## src/rtl/otter_pipe_pkg.sv

```systemverilog
// Shared types for the OTTER pipeline hazard controller: forwarding selects,
// interrupt-accept FSM states and the stall counter ceiling.
package otter_pipe_pkg;

    typedef enum logic [1:0] {
        REGFILE = 2'd0,
        FWD_MEM = 2'd1,
        FWD_WB  = 2'd2
    } fwd_sel_t;

    typedef enum logic [1:0] {
        RUN  = 2'd0,
        PEND = 2'd1,
        TAKE = 2'd2,
        KILL = 2'd3
    } int_state_t;

    localparam logic [15:0] STALL_MAX = 16'hFFFF;

endpackage

```

## src/rtl/fwd_sel_calc.sv

```systemverilog
// Forwarding mux select for one DE-stage source operand. MEM ALU results win
// over WB data; loads in MEM are never forwarded (that case stalls instead).
module fwd_sel_calc
    import otter_pipe_pkg::*;
(
    input  logic [4:0] i_rs_addr,
    input  logic       i_rs_used,
    input  logic [4:0] i_mem_rd_addr,
    input  logic       i_mem_reg_write,
    input  logic       i_mem_mem_read,
    input  logic [4:0] i_wb_rd_addr,
    input  logic       i_wb_reg_write,
    output logic [1:0] o_sel
);

    fwd_sel_t w_sel;

    always_comb begin
        w_sel = REGFILE;
        if (i_rs_used && (i_rs_addr != 5'd0)) begin
            if (i_mem_reg_write && !i_mem_mem_read && (i_rs_addr == i_mem_rd_addr)) begin
                w_sel = FWD_MEM;
            end else if (i_wb_reg_write && (i_rs_addr == i_wb_rd_addr)) begin
                w_sel = FWD_WB;
            end
        end
    end

    assign o_sel = w_sel;

endmodule

```

## src/rtl/pipe_hazard_ctrl.sv

```systemverilog
// OTTER pipeline hazard control: operand forwarding, load-use stall, branch
// kill bubbles, external interrupt acceptance and a saturating stall counter.
module pipe_hazard_ctrl
    import otter_pipe_pkg::*;
(
    input  logic        CLK,
    input  logic        RESET,
    input  logic [4:0]  de_rs1_addr,
    input  logic [4:0]  de_rs2_addr,
    input  logic        de_rs1_used,
    input  logic        de_rs2_used,
    input  logic [4:0]  ex_rd_addr,
    input  logic [4:0]  mem_rd_addr,
    input  logic [4:0]  wb_rd_addr,
    input  logic        ex_reg_write,
    input  logic        mem_reg_write,
    input  logic        wb_reg_write,
    input  logic        ex_mem_read,
    input  logic        mem_mem_read,
    input  logic        ex_redirect,
    input  logic        intr,
    input  logic        mie,
    output logic        pc_write,
    output logic        if_id_write,
    output logic        de_ex_bubble,
    output logic [1:0]  fwd_a_sel,
    output logic [1:0]  fwd_b_sel,
    output logic        int_taken,
    output logic [15:0] stall_count,
    output logic [1:0]  dbg_int_state
);

    int_state_t  r_state;
    int_state_t  w_state_nxt;
    logic        r_kill;
    logic [15:0] r_stall_count;
    logic [1:0]  w_fwd_a;
    logic [1:0]  w_fwd_b;
    logic        w_ex_load;
    logic        w_mem_load;
    logic        w_rs1_hit;
    logic        w_rs2_hit;
    logic        w_stall;

    fwd_sel_calc u_fwd_a (
        .i_rs_addr       (de_rs1_addr),
        .i_rs_used       (de_rs1_used),
        .i_mem_rd_addr   (mem_rd_addr),
        .i_mem_reg_write (mem_reg_write),
        .i_mem_mem_read  (mem_mem_read),
        .i_wb_rd_addr    (wb_rd_addr),
        .i_wb_reg_write  (wb_reg_write),
        .o_sel           (w_fwd_a)
    );

    fwd_sel_calc u_fwd_b (
        .i_rs_addr       (de_rs2_addr),
        .i_rs_used       (de_rs2_used),
        .i_mem_rd_addr   (mem_rd_addr),
        .i_mem_reg_write (mem_reg_write),
        .i_mem_mem_read  (mem_mem_read),
        .i_wb_rd_addr    (wb_rd_addr),
        .i_wb_reg_write  (wb_reg_write),
        .o_sel           (w_fwd_b)
    );

    assign w_ex_load  = ex_mem_read && ex_reg_write;
    assign w_mem_load = mem_mem_read && mem_reg_write;
    assign w_rs1_hit  = de_rs1_used && (de_rs1_addr != 5'd0) &&
                        ((w_ex_load && (de_rs1_addr == ex_rd_addr)) ||
                         (w_mem_load && (de_rs1_addr == mem_rd_addr)));
    assign w_rs2_hit  = de_rs2_used && (de_rs2_addr != 5'd0) &&
                        ((w_ex_load && (de_rs2_addr == ex_rd_addr)) ||
                         (w_mem_load && (de_rs2_addr == mem_rd_addr)));
    // A redirect or interrupt accept replaces the stalled DE instruction, so
    // holding the front end would only waste a cycle.
    assign w_stall    = (w_rs1_hit || w_rs2_hit) && !ex_redirect && (r_state != TAKE);

    always_ff @(posedge CLK or posedge RESET) begin
        if (RESET) begin
            r_state <= RUN;
        end else begin
            r_state <= w_state_nxt;
        end
    end

    always_comb begin
        w_state_nxt = r_state;
        case (r_state)
            RUN: begin
                if (intr && mie) w_state_nxt = PEND;
            end
            PEND: begin
                if (!mie) begin
                    w_state_nxt = RUN;
                end else if (!ex_redirect && !r_kill && !w_stall) begin
                    w_state_nxt = TAKE;
                end
            end
            TAKE:    w_state_nxt = KILL;
            KILL:    w_state_nxt = RUN;
            default: w_state_nxt = RUN;
        endcase
    end

    always_comb begin
        pc_write     = 1'b1;
        if_id_write  = 1'b1;
        de_ex_bubble = 1'b0;
        int_taken    = 1'b0;
        if (RESET) begin
            de_ex_bubble = 1'b1;
        end else begin
            if (w_stall) begin
                pc_write     = 1'b0;
                if_id_write  = 1'b0;
                de_ex_bubble = 1'b1;
            end
            if (ex_redirect || r_kill) de_ex_bubble = 1'b1;
            if (r_state == TAKE) begin
                int_taken    = 1'b1;
                de_ex_bubble = 1'b1;
            end
            if (r_state == KILL) de_ex_bubble = 1'b1;
        end
    end

    always_ff @(posedge CLK or posedge RESET) begin
        if (RESET) begin
            r_kill        <= 1'b0;
            r_stall_count <= 16'd0;
        end else begin
            r_kill <= ex_redirect;
            if (w_stall && (r_stall_count != STALL_MAX)) begin
                r_stall_count <= r_stall_count + 16'd1;
            end
        end
    end

    assign fwd_a_sel     = RESET ? 2'd0 : w_fwd_a;
    assign fwd_b_sel     = RESET ? 2'd0 : w_fwd_b;
    assign stall_count   = r_stall_count;
    assign dbg_int_state = r_state;

endmodule

```

## config.mk

```make
export PLATFORM = sky130hd
export DESIGN_NAME = pipe_hazard_ctrl
export DESIGN_NICKNAME = d
export VERILOG_FILES = /design/src/rtl/otter_pipe_pkg.sv /design/src/rtl/fwd_sel_calc.sv /design/src/rtl/pipe_hazard_ctrl.sv
export SDC_FILE = /design/constraint.sdc
export NUM_CORES = 1
export LEC_CHECK = 0
export ABC_AREA = 1
export CAP_MARGIN = 20
export CORE_MARGIN = 1
export CORE_UTILIZATION = 30
export DETAILED_ROUTE_END_ITERATION = 8
export PLACE_DENSITY_LB_ADDON = 0.3
export RECOVER_POWER = 100
export SYNTH_ARGS = -nofsm -noshare
export SYNTH_HDL_FRONTEND = slang
export SYNTH_SLANG_ARGS = --single-unit
```

## constraint.sdc

```tcl
create_clock -name CLK -period 3.31 [get_ports CLK]
set_clock_uncertainty 0.1 [all_clocks]
set_input_delay 0.993 -clock CLK [delete_from_list [all_inputs] [get_ports CLK]]
set_output_delay 0.993 -clock CLK [all_outputs]
set_load 0.005 [all_outputs]
```

==> results of run 1 <==
==> area by class of cell <==
cell class,instances,area share
clock buffer,3,0.0157
clock inverter,1,0.00190
inverter,30,0.0428
multi-input combinational,209,0.451
sequential,19,0.181
tap,72,0.0342
timing repair buffer,87,0.273
==> path summary, 6_finish.rpt <==
| path | startpoint | endpoint | slack (ns) | cells after the start |
|---|---|---|---|---|
| max in group asynchronous | RESET | stall_count[9]$_DFFE_PP0P_ | 2.04 | 3 |
| min | stall_count[15]$_DFFE_PP0P_ | stall_count[15]$_DFFE_PP0P_ | 0.40 | 2 |
| max reg2reg | flop | stall_count[1]$_DFFE_PP0P_ | 0.99 | 8 |
| min reg2reg | stall_count[15]$_DFFE_PP0P_ | stall_count[15]$_DFFE_PP0P_ | 0.40 | 2 |
| min in group asynchronous | RESET | stall_count[4]$_DFFE_PP0P_ | 0.84 | 3 |
| max | de_rs1_addr[1] | fwd_a_sel[1] | 0.07 | 8 |
==> cells by family after synthesis <==
| group | after synthesis |
|---|---|
| buffers and inverters | 37 |
| adders and majority gates | 1 |
| xor gates and xnor gates | 26 |
| AOI/OAI and AO/OA | 13 |
| and+or+nand+nor | 169 |
| DFF | 19 |
==> per-layer routing <==
metal | vias to the layer above | share of wire
li1 | 1031 | -
met1 | 929 | 0.43
met2 | 54 | 0.51
met3 | 7 | 0.042
met4 | 0 | 0.015
met5 | - | 0
==> per-stage QoR <==
step           instance area (um^2)  setup TNS, ns  total power, uW  worst slack (ns)
3_5_place_dp                   2570          -4.48              526            -0.689
2_1_floorplan                  1740              0              380          0.000102
6_report                       2630              0              676            0.0696
5_1_grt                        2630        -0.0572              721           -0.0215
3_3_place_gp                   2570          -4.49              523            -0.706
4_1_cts                        2640              0              695           0.00434
==> worst reg2reg max path: cells and delay by family, from the launching register on <==
kind / cells / cell delay, ns
buffers and inverters: 3 / 0.83
flip-flops: 1 / 0.40
AND/OR/NAND/NOR: 5 / 0.86
==> power by group through the flow <==
stage,Clock [uW],Sequential (uW),Combinational [uW]
floorplan,0,278,103
global placement,0,282,242
detailed placement,0,281,245
CTS,173,277,244
global route,180,280,261
finish,167,276,233
==> repair_timing <==
item	4_1_cts	5_1_grt
resized for setup	88	21
pin swaps	25	19
setup endpoints to repair	7	7
setup buffers	2	1
==> synth_stat cells (5+ instances only) <==
library cell / count / area, um^2
sky130_fd_sc_hd__xnor2_1: 8 / 70.1
sky130_fd_sc_hd__o21ai_0: 5 / 25.0
sky130_fd_sc_hd__nand3_1: 15 / 75.1
sky130_fd_sc_hd__inv_1: 22 / 82.6
sky130_fd_sc_hd__inv_2: 8 / 30.0
sky130_fd_sc_hd__dfrtp_1: 19 / 475
sky130_fd_sc_hd__nor3_1: 7 / 35.0
sky130_fd_sc_hd__nand2_1: 84 / 315
sky130_fd_sc_hd__nand4_1: 22 / 138
sky130_fd_sc_hd__nor2_1: 31 / 116
sky130_fd_sc_hd__xor2_1: 18 / 158
==> state kept, by name, indices dropped and copies added (netlist names), named ones only <==
register,cells
r_kill,1
stall_count,16
dbg_int_state,1
==> impl_results.md, run 1 <==
* Fraction of the mapped netlist area in compound gates at 0.0424
* Slew at the pin closest to its max-slew limit at 0.817 ns
* Source-to-sink clock delay at the later pin of the worst-skew pair at 0.26 ns
* Level count of the clock H-tree at 1
* Residual DRC count at 0
* Starting Density at 0.314
* Worst Hold Margin at 0.400 ns
* Floorplan die height at 78.2 um
* Synthesis-stage register bit count at 19
* Class of the tightest hold or removal check: reg -> reg
* TritonCTS clock tree: yes
* Period minus WS final at 3.24 ns
* Number of nets with antenna violations after routing at 0
* Most frequent standard cell in the layout excluding fill and tap cells: sky130_fd_sc_hd__nand2_1
* Number of standard cells in the layout, taps in and fillers out at 421
* Part of the power in registers at 0.409
* Maximum number of pins on one net before global-route repair at 22
* Flip-flop and latch area at 475 um^2
* Mapped cell area at 1740 um^2
* Flip-flop cell with the highest count after synthesis: sky130_fd_sc_hd__dfrtp_1
* Data arrival time of the critical path at 2.15 ns
* Simple-Gate Fraction of Synth Area at 0.450
* Power share of the combinational group at 0.344
* Cts-stage hold buffer count at 0
* Core area at 5540 um^2
* Xor and xnor area share after synthesis at 0.131
* Clock Path Buffers at 2
* Cell total after placement at 415
* Top delay family on crit path: buffers and inverters
* Most used cell, CP: sky130_fd_sc_hd__nor3_2
* Timing-limited maximum frequency at 309 MHz
* Initial antenna violation count at 0
* Standard-cell row count at 27
* Max-slew violation count at 0
* Number of antenna cells inserted at 0
* Count of mapped cells out of synthesis at 265
* LEAKAGE at 0.00140 uW
* Area of the die at 6110 um^2
* Kind of launch point of the worst setup path: input port
* GRT overflow at 0
* Post-layout util at 0.475
* Io pins at 63
* Violation count after the first detailed-routing iteration at 121
* Total length of routed wires at 4940 um
* Post-Syn Nets at 303
* Reported max-cap violation count at 0
* Sequence of cells on the critical path: clkdlybuf4s15_2, xor2_1, nor2_2, nand3_1, nor3_2, buf_4, nor3_2, buf_2
* RSZ-0062 raised after global routing: true
* Number of buffer cells added on primary ports at 62
* Layer carrying the most global-route usage: met2
* First-pass GRT wire length at 8650 um
* Arithmetic-cell share of the synthesized area counting full adders, half adders and majority gates at 0.00718
* Clock buffers created by TritonCTS at 3
* Master cell of the clock root buffer: sky130_fd_sc_hd__clkbuf_8
* Critical path buffers and inverters at 3
* Asr flop ratio synth at 1.00
* Multiplexer share of the synthesized area at 0
* EDFF count, synth at 0
* Crit share post-route at 0.979
* Total number of vias at 2021
* Vias in the first global route at 1968
* Commonest cells after routing, fill and taps aside: sky130_fd_sc_hd__nand2_1 (81), sky130_fd_sc_hd__nor2_1 (28), sky130_fd_sc_hd__buf_4 (24)
* Worst relative slew slack at 0.455
* Aggregate global-route resource usage at 0.176
* Mean number of vias per cell at 4.80
* Total number of nets in the final design at 388
* Part of the power in the clock network at 0.247
* Clock sinks at 19
* Post-DP HPWL at 3960 um
* Largest driver fanout on the critical path at 5
* Result of the run: finished, final reports clean
* Avg Cell Area, Syn at 6.57 um^2
* Final Setup Violations at 0
* Clk pin slew, worst setup/hold paths at 0.08 ns
* Iteration count of the initial detailed-routing pass at 4
* Longest individual stage delay on the worst path at 0.25 ns
* Met1 GRT Util at 0.212
* Critical path start-end classification: in -> out
* Internal power contribution at 450 uW
* Die width at 78.2 um
* Growth of design area from synthesis to finish at 51.1%
* Dominant combinational cell family by area after synthesis: simple AND/OR/NAND/NOR gates
* Yosys Warn Count at 0
* Register area share after synthesis at 0.273
* GR Layer Usage met2 at 0.320
* Data required time of the critical path at 2.22 ns
* Switching Share at 0.335
* Net switching power at 226 uW
* Crit end category: output pin
* Power density cells at 257 nW/um^2
* Final count of hold timing violations at 0
* Met3 usage at 0.0233
* Area of combinational cells with multiple inputs at 1190 um^2
* Count of filler cells inserted in the layout at 591
* Cell with the biggest individual delay on the critical path: sky130_fd_sc_hd__xor2_1
* Fraction of final layout cells with drive strength greater than 1 at 0.235
* RD Place Congestion at 0.882
* Synth cell types at 28
* Drt wl/cell at 11.7 um
* Largest vdd supply drop at 0.000147 V
(Power assumes the default switching activity.)
==> run 2, diff against run 1 <==
--- a/config.mk
+++ b/config.mk
@@ -9,6 +9,7 @@
 export CAP_MARGIN = 20
 export CORE_MARGIN = 1
 export CORE_UTILIZATION = 30
+export CTS_CLUSTER_SIZE = 10
 export DETAILED_ROUTE_END_ITERATION = 8
 export PLACE_DENSITY_LB_ADDON = 0.3
 export RECOVER_POWER = 100
==> results of run 2 <==
Final layout, timing and power as in run 1 (identical DEF).
